$ cat src/rtl/bin2bcd_seq.sv
// bin2bcd_seq: sequential double-dabble binary-to-BCD converter.
// Latency: handshake at edge T, result registered at edge T+WIDTH+1, o_valid high the following cycle.
// Backpressure: o_ready is high only in IDLE; i_valid while busy is ignored (no queuing).
//
// Ports:
//   i_clk, i_rst_n       clock, asynchronous active-low reset
//   i_valid / o_ready    input handshake; i_value sampled only on handshake
//   o_digits             registered BCD result, digit 0 in bits [3:0], held between conversions
//   o_valid              one-cycle pulse marking a new o_digits value
//   o_overflow           registered: last accepted value exceeded 10^DIGITS-1
// Optional feature: define BIN2BCD_SATURATE_EN to saturate o_digits to all 9s on overflow.
module bin2bcd_seq #(
  parameter int DIGITS = 4,
  parameter int WIDTH  = 14
) (
  input  logic                  i_clk,
  input  logic                  i_rst_n,
  input  logic                  i_valid,
  output logic                  o_ready,
  input  logic [WIDTH-1:0]      i_value,
  output logic [DIGITS*4-1:0]   o_digits,
  output logic                  o_valid,
  output logic                  o_overflow
);

  localparam int          BCD_W   = DIGITS * 4;
  localparam int          CNT_W   = $clog2(WIDTH + 1);
  localparam logic [63:0] MAX_VAL = 64'(10 ** DIGITS - 1);

  typedef enum logic [1:0] {
    IDLE,
    SHIFT,
    DONE
  } state_t;

  state_t             state, state_nxt;
  logic [WIDTH-1:0]   sreg;
  logic [BCD_W-1:0]   scratch;
  logic [BCD_W-1:0]   scratch_adj;
  logic [CNT_W-1:0]   cnt;
  logic               ovf_q;
  logic               hs;

  assign hs = i_valid && o_ready;

  // Dabble step: every nibble >= 5 gets +3 before the shift so it carries
  // correctly into the next decimal digit.
  always_comb begin
    scratch_adj = scratch;
    for (int d = 0; d < DIGITS; d++) begin
      if (scratch[d*4 +: 4] >= 4'd5)
        scratch_adj[d*4 +: 4] = scratch[d*4 +: 4] + 4'd3;
    end
  end

  always_ff @(posedge i_clk or negedge i_rst_n) begin
    if (!i_rst_n) state <= IDLE;
    else          state <= state_nxt;
  end

  always_comb begin
    state_nxt = state;
    o_ready   = 1'b0;
    case (state)
      IDLE: begin
        o_ready = 1'b1;
        if (i_valid) state_nxt = SHIFT;
      end
      SHIFT: begin
        // cnt reaches zero on this edge: all WIDTH bits have been shifted in.
        if (cnt == CNT_W'(1)) state_nxt = DONE;
      end
      DONE:    state_nxt = IDLE;
      default: state_nxt = IDLE;
    endcase
  end

  always_ff @(posedge i_clk or negedge i_rst_n) begin
    if (!i_rst_n) begin
      sreg       <= '0;
      scratch    <= '0;
      cnt        <= '0;
      ovf_q      <= 1'b0;
      o_digits   <= '0;
      o_valid    <= 1'b0;
      o_overflow <= 1'b0;
    end else begin
      o_valid <= 1'b0;
      case (state)
        IDLE: begin
          if (hs) begin
            sreg    <= i_value;
            scratch <= '0;
            cnt     <= CNT_W'(WIDTH);
            ovf_q   <= (64'(i_value) > MAX_VAL);
          end
        end
        SHIFT: begin
          // Carry out of the top nibble drops off the end, leaving the low
          // DIGITS decimal digits (value mod 10^DIGITS).
          {scratch, sreg} <= {scratch_adj, sreg} << 1;
          cnt             <= cnt - CNT_W'(1);
        end
        DONE: begin
`ifdef BIN2BCD_SATURATE_EN
          o_digits <= ovf_q ? {DIGITS{4'h9}} : scratch;
`else
          o_digits <= scratch;
`endif
          o_overflow <= ovf_q;
          o_valid    <= 1'b1;
        end
        default: ;
      endcase
    end
  end

endmodule

$ cat config.mk
export PLATFORM = sky130hd
export DESIGN_NAME = bin2bcd_seq
export DESIGN_NICKNAME = d
export VERILOG_FILES = /design/src/rtl/bin2bcd_seq.sv
export SDC_FILE = /design/constraint.sdc
export NUM_CORES = 1
export LEC_CHECK = 0
export CAP_MARGIN = 20
export CORE_MARGIN = 5
export CORE_UTILIZATION = 50
export DETAILED_ROUTE_END_ITERATION = 8
export PLACE_DENSITY_LB_ADDON = 0.3
export SLEW_MARGIN = 40
export SYNTH_ARGS = -nofsm -noshare
export SYNTH_HDL_FRONTEND = slang
export SYNTH_SLANG_ARGS = --single-unit
$ cat constraint.sdc
create_clock -name i_clk -period 1.6 [get_ports i_clk]
set_input_delay 0.16 -clock i_clk [delete_from_list [all_inputs] [get_ports i_clk]]
set_output_delay 0.16 -clock i_clk [all_outputs]
set_load 0.02 [all_outputs]
# After elaboration in Yosys (flattened, before gate mapping)
# Index checks and enable logic that the tools add are counted.
[totals]
elab_cells = 45
regBits = 55
out_inout_bits = 19
[classes]
eq_ne = 6
order_cmp = 5
addsub = 5
n_reduce_logical = 6
mux = 15
[ops]
columns = ["cell", "count"]
rows = [
  ["$pmux 16 s2", 1],
  ["$pmux 14 s2", 1],
  ["$ge 4x3->1 const B", 4],
  ["$mux 16", 1],
  ["$mux 4", 4],
  ["$gt 14x14->1 const B", 1],
  ["$mux 14", 1],
  ["$add 4x2->4 const B", 3],
  ["$pmux 4 s2", 1],
  ["$ne 2x2->1 const B", 3],
  ["$reduce_and 2->1", 3],
  ["$eq 4x1->1 const B", 1],
  ["$mux 2", 2],
  ["$pmux 2 s2", 1],
  ["$sub 4x1->4 const B", 1],
  ["$add 3x2->3 const B", 1],
  ["$mux 3", 1],
  ["$eq 2x1->1 const B", 1],
  ["$eq 2x2->1 const B", 1],
  ["$logic_not 2->1", 1],
  ["$mux 1", 2],
  ["$reduce_bool 2->1", 1],
  ["$logic_and 1x1->1", 1],
]

# Logic depth before layout (Yosys ltp)
# Gate-level depths: netlist (run 1).
[depth]
ltp_word = 5
ltp_mapped = 6
mapped_depth_nobuf = 5

# Worst setup path after synthesis (run 1)
# No wires, ideal clock.
[synth_path]
path_kind = "reg2reg"
start = "reg state[0]"
end = "reg sreg[10]"
setup_time_ns = 0.123
arrival_time_ns = 1.206
synth_period_minus_slack_ns = 1.329
path_slack_ns = 0.271
stages_incl_launch_ff = 7
path_cell_list = "dfrtp_1 -> buf_4 -> nor3b_2 -> buf_6 -> buf_12 -> mux2i_1 -> o21ai_2"
[synth_via]
elab_chain_cells = 5
elab_cells_between_ends = 8
[synth_lines]
columns = ["item", "line_no", "source"]
rows = [
  ["from (decl)", "36", "state_t state, state_nxt;"],
  ["from (signal assigned)", "58", "else state <= state_nxt;"],
  ["$logic_not 2->1", "64, 89", ""],
  ["$mux 1", "64", "case (state)"],
  ["$logic_and 1x1->1", "44", "assign hs = i_valid && o_ready;"],
  ["$ne 2x2->1 (no source line)", "-", ""],
  ["$reduce_and 2->1 (no source line)", "-", ""],
  ["to (signal assigned)", "92", "sreg <= i_value;"],
  ["to (signal assigned)", "101", "{scratch, sreg} <= {scratch_adj, sreg} << 1;"],
  ["to (decl)", "37", "logic [WIDTH-1:0] sreg;"],
]
# Several ways; a longest one is shown, not always the timed one.
# A chain may end at the register's enable or synchronous reset.

# Worst setup path after layout (run 1)
[layout_path]
start = "reg state[1]"
end = "out o_ready"
[layout_via]
elab_chain_cells = 2
[layout_lines]
columns = ["item", "line_no", "source"]
rows = [
  ["$logic_not 2->1", "64", ""],
  ["$mux 1", "64", ""],
  ["to (decl)", "19", "output logic o_ready,"],
]
# No other way between the ends.

==> flow_summary_export.csv, run 1 <==
group,metric,value,unit
worst_setup_path,arrival,1330,ps
cells_and_area,stdcell_count,363,
global_routing,grt_pass1_wl,9480,um
placed_design,dp_hpwl,3760,um
placed_design,dp_slack,-17.8,ps
routing,route.detailed.drc,0,
worst_setup_path,crit_required,1440,ps
timing,fin_crit_sh,93.4,%
placed_design,dp.cells,355,
die,ioPinCount,36,
clocking,clock_sinks,55,
routing,ant_nets,0,
synth,syn_avg_cell_area,10.6,um^2
worst_setup_path,cp-end-kind,"output pin",
timing,rsz0062_at_grt,"false",
synth,syn_nets,277,
die,core-area,5140,um^2
synth,synthTopCellsByArea,"dfrtp_1 (52%), o21ai_0 (5.8%), nand2_1 (5.8%)",
timing,holdWs,375,ps
timing,worst_slack,106,ps
worst_setup_path,crit_fanout,8,
synth,yosys.cell_types.count,39,
clocking,cts_made_buffers,5,
clocking,h-tree-depth,2,
synth,yosys_warnings,0,
power_and_ir_drop,p_leak,1.41,nW
routing,wl_per_cell,14.3,um
synth,yosysTopAreaCell,"dfrtp_1",
cells_and_area,area_growth,20.9,%
clocking,worstSkewPairLatency,300,ps
cells_and_area,final_area,3210,um^2
worst_setup_path,crit_type,"reg -> out",
timing,slew_viol_final,0,
routing,drt_iter0_markers,96,
placed_design,placed_cell_area,3120,um^2
worst_setup_path,start_kind,"flop",
routing,vias_per_cell,5.38,
cells_and_area,finalCoreUtilization,62.5,%
synth,syn-cell-area,2660,um^2
synth,synthArstFlopShare,100,%
routing,firstDrtPassIters,4,
timing,slew_headroom,80.5,%
global_routing,grt_overflow,0,
placed_design,port_buffers,35,
clocking,clockBufferDepth,2,
timing,fin_worst_skew,4.98,ps
clocking,cts_tree,"built",
timing,fin_setup_tns,0,ps
cells_and_area,n_antenna_cell,0,
cells_and_area,drive_gt1_share,11.3,%
global_routing,grtUsageTotal,16.4,%
routing,routed_wl,5210,um
cells_and_area,fin_nets,320,
synth,yosysSeqAreaShare,51.8,%
timing,finalCriticalPeriod,1490,ps
power_and_ir_drop,ir_drop,0.911,mV
global_routing,first_global_vias,2017,
clocking,postCtsSetupBuffers,0,
synth,synthCells,250,
synth,ys_ff_latch,55,
timing,finalHoldViolations,0,
run_status,status,"complete, no violations",
flow_run,drv_cap,0,
global_routing,grt_max_degree,56,
placed_design,gp_congestion,0.852,
timing,setup-violations-final,0,
routing,via_count,1953,
die,die_h,82.9,um
die,num_rows,26,
cells_and_area,fillers,455,
synth,synth_top_flop_cell,"dfrtp_1",
power_and_ir_drop,fin_total_pwr,5.71,mW
die,fp.dieArea,6880,um^2
clocking,clockRootBuffer,"clkbuf_8",
synth,synth_top_area_share,51.8,%
synth,synth.most_common_cell,"dfrtp_1",
timing,worst_pin_slew,293,ps
clocking,clkTransAtPathRegs,90,ps
synth,synth_edf_count,0,
die,die_x,82.9,um
synth,synth_common_cells,"dfrtp_1 (55), nand2_1 (41), o21ai_0 (31)",
worst_hold_path,hold_path.class,"in -> async",
power_and_ir_drop,powerDensity,1780,nW/um^2
die,initial_core_util,51.7,%
global_routing,grt_antenna_before_repair,0,
timing,max_freq,0.669,GHz
[timing repair]
item | CTS | global route
hold endpoints to repair | 55 | 0
pin swaps | 0 | 0
hold buffers | 1 | 0
setup endpoints to repair | 1 | 3
gates resized for setup | 1 | 3
[placed cells by master, fill, tap and decap left out, types with 2 or more instances in the layout]
cell              n
ha_1             10
buf_12            2
o311ai_1          4
o31ai_1           5
o21ai_0          31
o21ai_2           6
clkdlybuf4s50_1  33
nor2b_1           4
inv_1            19
o221ai_1          4
dfrtp_1          55
and3_1            4
o21a_1            4
xnor2_1           3
buf_4            12
nand2_1          41
nor2_1            2
o32ai_1           3
mux2i_1          12
clkbuf_8          6
a32o_1            4
o2111ai_1         8
a21oi_1           3
[metal layers]
layer  vias to the layer above  global-route usage [%]  share of wire (%)
met5                         -                       0                  0
li1                        974                       -                  -
met3                         6                    3.86                3.5
met4                         0                    4.46                1.2
met2                        30                    27.3                 49
met1                       943                    21.6                 46
[final timing paths]
kind / startpoint / end / slack (ps) / cells past startpoint
worst max-delay path: state[1] / o_ready / 110 / 2
worst min-delay path: i_rst_n / o_digits[5] / 370 / 3
worst max register to register: scratch[5] / scratch[5] / 140 / 5
worst min register to register: o_digits[15] / o_digits[15] / 480 / 2
max in group asynchronous: i_rst_n / o_digits[1] / 980 / 3
min in group i_clk: i_value[13] / ovf_q / 420 / 3
[cells by family after synthesis]
| kind of cell | share of synthesized area (%) |
|---|---|
| multiplexers | 4.94 |
| AND/OR/NAND/NOR | 10.5 |
| AO/OA/AOI/OAI | 20.5 |
| flip-flops | 51.8 |
| adder cells (fa/ha/maj) | 4.71 |
| XOR/XNOR | 0.988 |
| buffers and inverters | 6.59 |
[flip-flops by register name, summed over array words and instances (netlist names)]
register,flops
cnt,4
o_digits,16
o_overflow,1
o_valid,1
ovf_q,1
scratch,16
sreg,14
state,2
[power by group]
part	total (mW)	switching [mW]	internal (mW)
sequential	2.21	0.332	1.88
clock	0.762	0.421	0.341
combinational	2.74	1.50	1.24
[cell type report]
type / instances / area (um^2) / share of cell area, %
clock inverter: 1 / 5.00 / 0.156
timing repair buffer: 50 / 484 / 15.1
clock buffer: 6 / 82.6 / 2.57
tap: 70 / 87.6 / 2.72
multi-input combinational: 162 / 1110 / 34.4
sequential: 55 / 1380 / 42.8
inverter: 19 / 71.3 / 2.22
[worst max-delay path: stages, from the launching register on]
cell           delay (ps)
dfrtp_1               490
nor2_1                190
dlygate4sd2_1         360
No activity file was read; power rests on OpenSTA's default activity.
==> run 2: changes to the inputs <==
--- a/config.mk
+++ b/config.mk
@@ -7,7 +7,7 @@
 export LEC_CHECK = 0
 export CAP_MARGIN = 20
 export CORE_MARGIN = 5
-export CORE_UTILIZATION = 50
+export CORE_UTILIZATION = 54
 export DETAILED_ROUTE_END_ITERATION = 8
 export PLACE_DENSITY_LB_ADDON = 0.3
 export SLEW_MARGIN = 40
==> constraint.sdc (replaced) <==
create_clock -name i_clk -period 1.7 [get_ports i_clk]
set_input_delay 0.17 -clock i_clk [delete_from_list [all_inputs] [get_ports i_clk]]
set_output_delay 0.17 -clock i_clk [all_outputs]
set_load 0.02 [all_outputs]
==> run 2 against run 1 <==
  * Clock power increased by 16%
  * Worst hold slack got worse by 39 ps
  * Routed wire length decreased by 1.0%
  * Non-clock buffer count decreased by 5
  * Sequential share of layout area about the same
  * Global-route usage increased by 1.1 points
  * Sequential power decreased by 5%
  * First-iteration DRC count increased by 51%
  * Die area decreased by 6.5%
  * Largest power group unchanged
  * Highest routed layer unchanged
==> flow_summary_export.csv, run 2 (synthesis results as in run 1) <==
group,metric,value,unit
clocking,h-tree-depth,2,
routing,firstDrtPassIters,4,
placed_design,port_buffers,35,
cells_and_area,final_cell_mix,"dfrtp_1 (55), nand2_1 (41), clkdlybuf4s50_1 (33)",
timing,worst_pin_slew,410,ps
cells_and_area,fillers,380,
worst_setup_path,crit_required,1890,ps
clocking,clockRootBuffer,"clkbuf_8",
timing,max_freq,0.640,GHz
timing,fin_worst_skew,9.32,ps
global_routing,grtUsageTotal,17.5,%
clocking,clkTransAtPathRegs,90,ps
cells_and_area,drive_gt1_share,10.0,%
power_and_ir_drop,internal-power,3.36,mW
routing,wl_met1,2350,um
global_routing,grt_overflow,0,
global_routing,first_global_vias,1816,
worst_setup_path,slowest_delay,420,ps
timing,finalCriticalPeriod,1560,ps
power_and_ir_drop,clock_power_share,16.3,%
power_and_ir_drop,seqPwrFrac,38.3,%
routing,dr_wl_met2,2530,um
clocking,worstSkewPairLatency,310,ps
global_routing,grt_pass1_wl,8690,um
worst_setup_path,crit_fanout,4,
placed_design,gp_congestion,0.857,
placed_design,dp_hpwl,3690,um
die,ioPinCount,36,
die,num_rows,25,
worst_setup_path,crit_buf_inv,1,
cells_and_area,regArea,1380,um^2
timing,slew_viol_final,0,
timing,slew_headroom,72.7,%
die,core-area,4750,um^2
clocking,cts_made_buffers,5,
cells_and_area,largestRegisters,"o_digits: 16 flops, scratch: 16 flops, sreg: 14 flops",
routing,via_count,1890,
cells_and_area,multiInputGateArea,1110,um^2
power_and_ir_drop,p_sw,2.10,mW
power_and_ir_drop,powerDensity,1700,nW/um^2
global_routing,grt_max_degree,39,
routing,route.detailed.drc,0,
worst_setup_path,arrival,1750,ps
worst_setup_path,path_cells,"inv_1 -> ha_1 -> nor2b_1 -> o21a_1 -> o311ai_0",
routing,met3_wirelength,190,um
worst_setup_path,crit_type,"reg -> reg",
cells_and_area,n_antenna_cell,0,
timing,rsz0062_at_grt,"false",
clocking,clock_sinks,55,
die,fp.dieArea,6430,um^2
cells_and_area,fin_nets,315,
power_and_ir_drop,ir_drop,0.918,mV
routing,top_layer,"met4",
routing,vias_per_cell,5.31,
power_and_ir_drop,p_leak,1.40,nW
timing,finalHoldViolations,0,
run_status,status,"complete, no violations",
clocking,clockBufferDepth,2,
timing,setup-violations-final,0,
timing,fin_crit_sh,91.9,%
cells_and_area,area_growth,20.9,%
die,initial_core_util,55.9,%
cells_and_area,mostFrequentLayoutCell,"dfrtp_1",
worst_setup_path,start_kind,"flop",
routing,wl_per_cell,14.5,um
die,die_x,80.2,um
routing,routed_wl,5150,um
power_and_ir_drop,fin_total_pwr,5.46,mW
worst_setup_path,cp-end-kind,"flop",
power_and_ir_drop,pwr-share-comb,45.5,%
worst_setup_path,cpLargestDelayFamily,"compound AO/OA/AOI/OAI gates",
timing,fin_setup_tns,0,ps
die,die_h,80.2,um
worst_setup_path,crit_slowest_cell,"dfrtp_1",
power_and_ir_drop,switching_share,38.5,%
routing,drt_iter0_markers,145,
flow_run,drv_cap,0,
global_routing,grt_antenna_before_repair,0,
clocking,cts_tree,"built",
routing,ant_nets,0,
worst_hold_path,hold_path.class,"in -> async",
run 2: changes by cell type in the layout (fill, tap and decap cells not counted), sizes merged:
cell / previous run / this run
buf: 15 / 10
bufinv: 0 / 1
run 2: final timing paths:
path / startpoint / end / slack, ps / depth (start not counted)
setup / recovery: scratch[4] / scratch[6] / 140 / 5
hold / removal: i_rst_n / cnt[1] / 340 / 2
setup reg to reg: scratch[4] / scratch[6] / 140 / 5
hold reg to reg: o_digits[15] / o_digits[15] / 480 / 2
max in group asynchronous: i_rst_n / sreg[9] / 840 / 3
min in group i_clk: i_value[13] / ovf_q / 480 / 3
run 2: what timing repair did:
| item | CTS | global route |
|---|---|---|
| gates resized for setup | 1 | 0 |
| setup endpoints to repair | 1 | 0 |
| hold endpoints to repair | 17 | 0 |
| hold buffers | 1 | 0 |
| setup buffers | 0 | 0 |
run 2: power by group through the flow:
stage,combinational [mW],sequential (mW),clock [mW]
final,2.48,2.09,0.887
after global routing,2.77,2.15,0.970
after CTS,2.51,2.09,0.916
after detailed placement,2.50,2.11,0
after global placement,2.42,2.10,0
after floorplan,1.68,2.18,0
run 2: area by class of cell:
cell class,count,area share (%)
flip-flops and latches,55,42.8
clock inverters,2,1.09
inverters,19,2.22
repair buffers,45,14.3
clock buffers,6,2.57
well taps,67,2.61
multi-input cells,162,34.4
run 2: metrics by stage:
step	instances	util (%)	hold slack (ps)	area, um^2	setup slack [ps]
2_1_floorplan	250	-	-126	2660	371
3_3_place_gp	347	65.0	128	3090	155
3_5_place_dp	347	65.0	124	3090	104
4_1_cts	356	67.6	325	3220	150
5_1_grt	356	67.6	363	3220	47.6
6_report	356	67.6	336	3220	138
run 2: per-layer routing:
layer | track usage, % | up-vias
met5 | 0 | -
met4 | 6.08 | 0
met3 | 4.04 | 6
met2 | 28.1 | 29
met1 | 23.4 | 888
li1 | - | 967
